<file path="config.mk">
export PLATFORM = sky130hd
export DESIGN_NAME = clock_divider_prog
export DESIGN_NICKNAME = d
export VERILOG_FILES = /design/src/rtl/clock_divider_prog.sv
export SDC_FILE = /design/constraint.sdc
export NUM_CORES = 1
export LEC_CHECK = 0
export ABC_AREA = 1
export CAP_MARGIN = 20
export CORE_AREA = 5 5 67 69
export DETAILED_ROUTE_END_ITERATION = 7
export DIE_AREA = 0 0 72 74
export PLACE_DENSITY = 0.79
export SLEW_MARGIN = 25
export SYNTH_ARGS = -nofsm -noshare
export SYNTH_HDL_FRONTEND = slang
export SYNTH_SLANG_ARGS = --single-unit
</file>
<file path="constraint.sdc">
create_clock -name clk -period 8.64 [get_ports clk]
set_clock_uncertainty 0.15 [all_clocks]
set_input_delay 1.728 -clock clk [delete_from_list [all_inputs] [get_ports clk]]
set_output_delay 1.728 -clock clk [all_outputs]
set_load 0.02 [all_outputs]
</file>
<file path="src/rtl/clock_divider_prog.sv">
// Runtime-programmable clock divider with square/pulse output modes.
// Ratio and mode changes are shadowed and applied only at a period boundary.
module clock_divider_prog #(
    parameter int WIDTH       = 8,
    parameter int DEFAULT_DIV = 4
) (
    input  logic             clk,
    input  logic             reset,
    input  logic             enable,
    input  logic [WIDTH-1:0] div_ratio,
    input  logic             mode,
    input  logic             load,
    output logic             clk_out,
    output logic             tick,
    output logic             load_ack,
    output logic [WIDTH-1:0] ratio_active
);

    localparam int               DEF_I = (DEFAULT_DIV < 2) ? 2 : DEFAULT_DIV;
    localparam logic [WIDTH-1:0] DEF_N = WIDTH'(DEF_I);
    localparam logic [WIDTH-1:0] ONE   = WIDTH'(1);
    localparam logic [WIDTH-1:0] TWO   = WIDTH'(2);

    function automatic logic [WIDTH-1:0] clamp(input logic [WIDTH-1:0] n);
        return (n < TWO) ? TWO : n;
    endfunction

    logic [WIDTH-1:0] cnt;
    logic [WIDTH-1:0] na;
    logic             ma;
    logic [WIDTH-1:0] ns;
    logic             ms;
    logic             pending;

    logic             last;
    logic             boundary;
    logic             apply;
    logic [WIDTH-1:0] new_n;
    logic             new_m;
    logic [WIDTH-1:0] per_n;
    logic             per_m;
    logic [WIDTH-1:0] cnt_next;
    logic [WIDTH-1:0] high_len;
    logic             out_next;

    assign ratio_active = na;

    // A load on the boundary edge bypasses the shadow registers.
    always_comb begin
        last     = (cnt == na - ONE);
        boundary = enable && last;
        apply    = boundary && (load || pending);
        new_n    = load ? clamp(div_ratio) : ns;
        new_m    = load ? mode : ms;
        per_n    = apply ? new_n : na;
        per_m    = apply ? new_m : ma;
        cnt_next = last ? '0 : cnt + ONE;
        high_len = per_n - (per_n >> 1);
        out_next = per_m ? (cnt_next == '0) : (cnt_next < high_len);
    end

    always_ff @(posedge clk) begin
        if (!reset) begin
            cnt      <= DEF_N - ONE;
            na       <= DEF_N;
            ma       <= 1'b0;
            ns       <= DEF_N;
            ms       <= 1'b0;
            pending  <= 1'b0;
            clk_out  <= 1'b0;
            tick     <= 1'b0;
            load_ack <= 1'b0;
        end else begin
            if (load) begin
                ns      <= clamp(div_ratio);
                ms      <= mode;
                pending <= 1'b1;
            end
            if (enable) begin
                cnt      <= cnt_next;
                clk_out  <= out_next;
                tick     <= boundary;
                load_ack <= apply;
                if (apply) begin
                    na      <= new_n;
                    ma      <= new_m;
                    pending <= 1'b0;
                end
            end else begin
                tick     <= 1'b0;
                load_ack <= 1'b0;
            end
        end
    end

endmodule

</file>
Word level (Yosys, flattened, before mapping)
Cells that the tools add are included.
Word-level totals
  output and inout bits: 11
  word-level logic and storage cells: 30
  input bits: 13
  register bits: 30
Cells by class
  $add $sub $neg: 3
  order comparisons: 2
  equality and inequality tests: 1
  reductions and logical operators: 5
  multiplexer cells: 10
Operators with widths (number)
  8-bit two-way mux: 4
  8-bit by 1-bit adder with 8-bit output, second input constant: 1
  8-bit equality test: 1
  8-bit logical NOT: 1
  8-bit by 2-bit less-than comparator with 1-bit output, second input constant: 1
  8-bit less-than comparator: 1
  8-bit by 1-bit subtractor with 8-bit output, second input constant: 1
  8-bit by 7-bit subtractor with 8-bit output: 1
  1-bit two-way mux: 6
  1-bit logical AND: 2
  2-bit AND reduction: 1
  1-bit logical OR: 1

Longest topological paths before layout
Gate-level depths: netlist (run 1).
  depth after elaboration: 8
  depth in mapped cells: 32
  mapped depth without buffers: 31

Least setup slack after synthesis (run 1)
OpenSTA, ideal clock, no wires.
  path kind: input -> register
  from: input load
  to: register clk_out
  buffers on the path: 1
  data required time: 8.424 ns
  data arrival time: 4.323 ns
  slack: 4.101 ns
  stages on the path: 21
  library setup time: 0.066 ns
  cells stage by stage: nor2_1 inv_1 nand3_4 clkinv_4 buf_6 nand2_1 o21ai_2 ha_1 a21oi_1 nand2_1 a21oi_1 o21ai_0 a21o_1 a21oi_1 xor2_1 ha_1 a21oi_1 o21ai_0 nor2_1 nand2_1 a21oi_2
Between the ends
  longest elaborated chain between the ends: 6
  elaborated cells between the ends (all ways): 9
  classes of those cells: 1 x add/sub; 1 x order compare; 5 x mux; 2 x reduce/logical
Ends and longest elaborated chain
  from (decl): RTL line 12  | input logic load,
  1-bit logical OR: RTL line 52  | apply = boundary && (load || pending);
  1-bit logical AND: RTL line 52
  8-bit two-way mux
  8-bit by 7-bit subtractor with 8-bit output: RTL line 58  | high_len = per_n - (per_n >> 1);
  8-bit less-than comparator: RTL line 59  | out_next = per_m ? (cnt_next == '0) : (cnt_next < high_len);
  1-bit two-way mux *: RTL line 59
  to (signal assigned): RTL line 81  | clk_out <= out_next;
  to (decl): RTL line 13  | output logic clk_out,
Mark *: on every way between the ends. The rest lies on a longest branch, timed or not.
A chain may end at the register's enable or synchronous reset.

Final worst setup path (run 1)
  from: input load
  to: register clk_out
Between the ends
  longest elaborated chain between the ends: 6
  elaborated cells between the ends (all ways): 9
  classes of those cells: 1 x add/sub; 1 x order compare; 5 x mux; 2 x reduce/logical
Ends and longest elaborated chain
  1-bit logical OR: RTL line 52
  1-bit logical AND: RTL line 52
  8-bit two-way mux *
  named net per_n[1]: RTL line 40  | logic [WIDTH-1:0] per_n;
  8-bit by 7-bit subtractor with 8-bit output *: RTL line 58
  8-bit less-than comparator *: RTL line 59
  1-bit two-way mux *: RTL line 59
The timed path passes the listed nets; every way through them passes the cells marked *.

==> impl_results.md, run 1 <==
* Global-route congestion overflow total at 0
* Sequential element share of the synthesized area at 29.5%
* Final-report hold violation count at 0
* Asr flop ratio synth at 0%
* Multi-input gate area at 1220 um^2
* RSZ-0062 raised after global routing: false
* 1st-pass router iterations at 4
* Slew margin rel. at 49.1%
* Commonest non-fill, non-tap cells in the layout: 76 x nand2_1, 51 x nor2_1, 37 x inv_1, 30 x dfxtp_1, 23 x clkdlybuf4s50_1
* Unique masters post-synth at 32
* Final wirelength at 4370 um
* TritonCTS buffer count at 5
* Critical Path AT at 5.38 ns
* Largest net degree at the start of global routing at 24
* # fillers at 357
* Number of max-cap violations at 0
* All-Layer GR Usage at 18.6%
* Starting density of the core at 52.7%
* Post-Place Setup Slack at 3.06 ns
* Worst slew pin tran at 0.762 ns
* Number of global-route vias before repair at 1780
* Die X at 72 um
* CTS max path bufs at 2
* DP Wirelength at 3440 um
* CP top delay family: compound AO/OA/AOI/OAI gates
* Post-CTS Resized at 0
* Final period utilization at 61.4%
* CTS tree: built
* Die H at 74 um
* Reg2reg setup slack at 4.30 ns
* Post-Synth Simple-Gate Area at 30.8%
* Status: finished clean
* Initial DRC Count at 137
* Post-route setup TNS at 0 ns
* Worst path depth at 21
* Main synth FF type: dfxtp_1
* P per Cell Area at 259 nW/um^2
* Syn Inst Count at 305
* Ratio of cells with drive above 1 in the final layout at 9.73%
* Max Transition Viols Final at 0
* Synthesis-to-layout area growth at 19.6%
* Ports at 24
* Crit path required time at 8.71 ns
* Clk slew on worst S/H paths at 0.07 ns
* Crit-path max FO at 14
* Worst r2r dst: clk_out
* Post-synth EDFFs at 0
* Combinational family with the most area after synthesis: simple AND/OR/NAND/NOR gates
* Buf/Inv on CP at 4
* Worst r2r path cells at 30
* Vias/cell at 4.96
* Drt wl/cell at 11.5 um
* Sink Count at 30
* Worst VDD drop at 0.000168 V
* Setup CP Type: input port to flip-flop
* Synth Area in XOR/XNOR at 5.17%
* Fin crit period at 5.31 ns
* HP Class: flip-flop to flip-flop
* Std-Cell Rows at 23
* Post-route cell area at 2430 um^2
* FMAX at 188 MHz
* Worst hold start: ns[1]
* PnR worst setup slack at 3.33 ns
* Critical-path cell list: clkdlybuf4s50_1, nor2_1, inv_1, nand3_4, clkinv_4, o21ai_1, inv_1, ha_1, nand3_1, nand2_1, a21oi_1, o21ai_0, a21o_1, a21oi_1, xor2_1, ha_1, a21oi_1, o21ai_0, nor2_1, nand2_1, a21oi_2
* Slowest CP cell: clkdlybuf4s50_1
* Yosys reg bits at 30
* FF/Latch Area at 601 um^2
* Most used cell, CP: a21oi_1
* Core Region at 3860 um^2
* Crit. End Element: flip-flop
* Final hold slack at 0.347 ns
* Worst Hold End: ns[1]
* Nets at 358
* Die footprint at 5330 um^2
* RD Place Congestion at 0.931
* Post-synthesis share of cell area spent on full adders, half adders and majority gates at 10.8%
* Placed cell area at 2290 um^2
* Antenna Cells at 0
* Worst-skew pair later-pin latency at 0.28 ns
* Worst setup SP type: input port
* Root buf cell: clkbuf_8
* DRC viols at 0
* PortBufs at 23
* Via count at 1880
* ANT nets after route at 0
* Static leakage at 1.21 nW
* Most common cell after layout, fill and taps aside: nand2_1
* Hold path cells at 2
* Post-CTS Hold Fix Bufs at 0
* Synth Warn # at 0
* H-tree depth at 2
* Netlist Area Pre-Place at 2030 um^2
* Multiplexer area fraction after synthesis at 0.985%
* Compound-Gate Fraction of Synth Area at 12.2%
* Syn nets at 335
* Initial antenna violation count at 0
* Syn_area_per_cell at 6.67 um^2
* Final core occ at 63.1%
* Endpoints failing setup at 0
* First-pass GRT wire length at 7800 um
* Launch point of the worst reg-to-reg path: ratio_active[0]
* Post-CTS Setup Bufs at 0
* Worst path max stage delay at 0.67 ns
registers in the layout (all words and copies together), names as in the netlist:
signal / count
clk_out: 1
cnt: 8
load_ack: 1
ma: 1
ms: 1
ns: 8
pending: 1
ratio_active: 8
tick: 1
layout make-up:
cell class / count / share of cell area (%)
clock buffers: 6 / 3.40
well taps: 50 / 2.57
inverters: 45 / 7.25
multi-input cells: 223 / 50.2
flip-flops and latches: 30 / 24.7
repair buffers: 23 / 9.47
clock inverters: 2 / 2.47
metal layers:
metal | part of all wire [%] | track usage [%] | routed length (um)
met3 | 4.4 | 4.86 | 191
met1 | 48 | 23.5 | 2110
met4 | 1.1 | 4.38 | 49
met5 | 0 | 0 | 0
met2 | 46 | 31.8 | 2020
synth_stat cells, types with 2 or more instances:
master | count | share of area, %
nand2_1 | 76 | 14
nor2_1 | 51 | 9.4
inv_1 | 37 | 6.8
dfxtp_1 | 30 | 30
ha_1 | 16 | 9.8
a21oi_1 | 13 | 3.2
o21ai_0 | 13 | 3.2
nand3_1 | 10 | 2.5
o21ai_2 | 7 | 3.0
xnor2_1 | 7 | 3.0
inv_2 | 6 | 1.1
xor2_1 | 5 | 2.2
clkbuf_1 | 4 | 0.74
nor2_2 | 4 | 1.2
a211oi_1 | 3 | 1.1
nand4_1 | 3 | 0.92
buf_2 | 2 | 0.49
mux2i_1 | 2 | 0.98
nand2_2 | 2 | 0.62
o21ai_1 | 2 | 0.49
per-stage QoR:
stage / std cells / total power, mW
2_1_floorplan: 305 / 0.390
3_5_place_dp: 371 / 0.455
3_3_place_gp: 371 / 0.446
5_1_grt: 379 / 0.690
4_1_cts: 379 / 0.635
6_report: 379 / 0.630
logic make-up after synthesis:
| kind of cell | after synthesis |
|---|---|
| multiplexers | 2 |
| AND/OR/NAND/NOR | 151 |
| buffers and inverters | 52 |
| XOR/XNOR | 12 |
| flip-flops | 30 |
| AO/OA/AOI/OAI | 41 |
| adder cells (fa/ha/maj) | 17 |
tightest hold or removal path: cells and delay by family (launching register included):
family	cells	cell delay (ns)
AND/OR/NAND/NOR	1	0.07
flip-flops	1	0.32
AO/OA/AOI/OAI	1	0.08
report_power, final:
group	internal [mW]	switching, mW
Clock	0.123	0.0547
Combinational	0.122	0.164
Sequential	0.152	0.0143
Total	0.397	0.233
worst max path at each step:
| stage | startpoint | end | slack, ns |
|---|---|---|---|
| floorplan | load | clk_out | 4.10 |
| global placement | load | clk_out | 3.28 |
| detailed placement | load | clk_out | 3.06 |
| CTS | load | clk_out | 3.31 |
| global route | load | clk_out | 2.92 |
| finish | load | clk_out | 3.33 |
Power figures use the tool's default switching activity.
==> run 2, diff against run 1 <==
==> constraint.sdc (replaced) <==
create_clock -name clk -period 5.01 [get_ports clk]
set_clock_uncertainty 0.15 [all_clocks]
set_input_delay 1.002 -clock clk [delete_from_list [all_inputs] [get_ports clk]]
set_output_delay 1.002 -clock clk [all_outputs]
set_load 0.02 [all_outputs]
==> impl_results.md, run 2 (synthesized netlist as in run 1, its figures left out) <==
* Initial DRC Count at 158 (+15%)
* Die footprint at 5330 um^2 (unchanged)
* CP top delay family: compound AO/OA/AOI/OAI gates
* All-Layer GR Usage at 18.8% (+0.26 points)
* Post-CTS Resized at 0 (unchanged)
* Setup CP Type: input port to flip-flop
* Ratio of cells with drive above 1 in the final layout at 10.3% (+0.55 points)
* Worst r2r dst: clk_out
* Commonest non-fill, non-tap cells in the layout: 76 x nand2_1, 51 x nor2_1, 37 x inv_1, 30 x dfxtp_1, 23 x clkdlybuf4s50_1
* FMAX at 226 MHz
* Final period utilization at 88.2%
* Global-route congestion overflow total at 0 (unchanged)
* Nets at 360 (+0.56%)
* Post-route setup TNS at 0 ns (unchanged)
* Critical Path Sink: clk_out
* Static leakage at 1.19 nW (-1.2%)
* Root buf cell: clkbuf_8
* DP Wirelength at 3580 um (+4.1%)
* Final wirelength at 4470 um (+2.2%)
* Critical Path AT at 4.49 ns (-0.89 ns)
* Met2 GRT Util at 32.1% (+0.31 points)
* Number of max-cap violations at 0 (unchanged)
* Endpoints failing setup at 0 (unchanged)
* Launch point of the worst reg-to-reg path: ratio_active[0]
* Antenna Cells at 0 (unchanged)
* Worst hold start: ns[1]
* Fin crit period at 4.42 ns
* Ports at 24 (unchanged)
* Synthesis-to-layout area growth at 18.0%
* PortBufs at 23 (unchanged)
* Slew margin rel. at 49.3% (+0.13 points)
* Core Region at 3860 um^2 (unchanged)
* Placed cell count at 373 (+0.54%)
* Post-CTS Hold Fix Bufs at 0 (unchanged)
* Worst VDD drop at 0.000294 V (+76%)
* DRC viols at 0 (unchanged)
* Crit. Startpoint: load
* Most used cell, CP: a21oi_1
* 1st-pass router iterations at 4 (unchanged)
* Vias/cell at 5.04 (+1.6%)
* CTS tree: built
* Starting density of the core at 52.7% (unchanged)
* Std-Cell Rows at 23 (unchanged)
* TritonCTS buffer count at 5 (unchanged)
* Worst slew pin tran at 0.760 ns (-0.00196 ns)
* Met1 global-route usage at 24.4% (+0.83 points)
* Busiest layer in global routing: met2
* Critical-path cell list: clkdlybuf4s50_1, nor2_1, inv_1, nand3_4, clkinv_4, nand2_1, o21ai_2, ha_1, a21oi_1, nand2_1, a21oi_1, o21ai_0, a21o_1, a21oi_1, xor2_1, ha_1, a21oi_1, o21ai_0, nor2_1, nand2_1, a21oi_2
* Max Transition Viols Final at 0 (unchanged)
* Worst path depth at 21 (unchanged)
* Final-report hold violation count at 0 (unchanged)
* HP Class: flip-flop to flip-flop
* Initial antenna violation count at 0 (unchanged)
* Number of global-route vias before repair at 1797 (+0.96%)
* Worst r2r path cells at 30 (unchanged)
* Post-CTS Setup Bufs at 0 (unchanged)
* Clk slew on worst S/H paths at 0.07 ns (about the same)
* Buf/Inv on CP at 3 (-1)
* First-pass GRT wire length at 7910 um (+1.4%)
* P per Cell Area at 413 nW/um^2 (+59%)
* RD Place Congestion at 0.911 (-2.1%)
* Worst-skew pair later-pin latency at 0.29 ns (about the same)
* H-tree depth at 2 (unchanged)
* Most common cell after layout, fill and taps aside: nand2_1
* Crit-path max FO at 14 (unchanged)
* ANT nets after route at 0 (unchanged)
* Worst setup SP type: input port
* Slowest CP cell: clkdlybuf4s50_1
* Largest net degree at the start of global routing at 24 (unchanged)
* Die X at 72 um (unchanged)
* Post-Layout Cell Count at 381 (+0.53%)
* Met3 Usage GRT at 3.65% (-1.2 points)
* Crit path required time at 5.09 ns (-3.62 ns)
* Drt wl/cell at 11.7 um (+1.6%)
* Die H at 74 um (unchanged)
* Crit. End Element: flip-flop
* Status: finished clean
* Reg2reg setup slack at 0.65 ns (-3.65 ns)
* Worst path max stage delay at 0.54 ns (-0.13 ns)
* Sink Count at 30 (unchanged)
* # fillers at 375 (+5.0%)
* RSZ-0062 raised after global routing: false
* CTS max path bufs at 2 (unchanged)
* Via count at 1921 (+2.2%)
==> run 2: cell types whose count changed in the layout (fill, tap and decap cells not counted) <==
cell	change
bufinv_16	-2
buf_4	+2
clkinvlp_4	+1
clkinv_2	+1
==> run 2: area by class of cell <==
type                    instances  area (um^2)  share of cell area (%)
multi-input cells             223         1220                    50.8
flip-flops and latches         30          601                    25.0
repair buffers                 25          245                    10.2
inverters                      45          176                    7.35
clock buffers                   6         82.6                    3.44
well taps                      50         62.6                    2.61
clock inverters                 2         12.5                   0.521
==> run 2: through the flow <==
step | hold WS, ns | total power [mW] | cell area [um^2] | utilization, % | setup slack [ns]
floorplan | 0.301 | 0.672 | 2030 | - | 0.966
global placement | 0.326 | 0.769 | 2300 | 59.8 | 0.544
detailed placement | 0.337 | 0.786 | 2300 | 59.8 | 0.351
CTS | 0.354 | 0.996 | 2400 | 62.2 | 0.633
global route | 0.377 | 1.09 | 2400 | 62.2 | 0.177
finish | 0.347 | 0.991 | 2400 | 62.2 | 0.594
==> run 2: tightest hold or removal path, delay by kind of cell, from the launching register on <==
family          cells  cell delay, ns
flops               1            0.31
compound gates      1            0.08
simple gates        1            0.07
==> run 2: where the power goes <==
| part | switching (mW) | internal [mW] |
|---|---|---|
| registers | 0.0254 | 0.262 |
| logic | 0.284 | 0.210 |
| clock network | 0.0994 | 0.110 |
| total | 0.408 | 0.583 |
==> run 2: how the worst min path moves through the flow <==
| stage | to | slack [ns] | cells past startpoint |
|---|---|---|---|
| finish | ns[1] | 0.35 | 2 |
| global route | ns[1] | 0.38 | 2 |
| CTS | ns[1] | 0.35 | 2 |
| detailed placement | ns[1] | 0.34 | 2 |
| global placement | ns[1] | 0.33 | 2 |
| floorplan | ns[0] | 0.30 | 2 |
==> run 2: layer usage <==
metal | wire length [um] | vias to the layer above | share of wire [%]
li1 | - | 1013 | -
met1 | 2060 | 855 | 46
met2 | 2110 | 46 | 47
met3 | 244 | 7 | 5.5
met4 | 56 | 0 | 1.3
met5 | 0 | - | 0
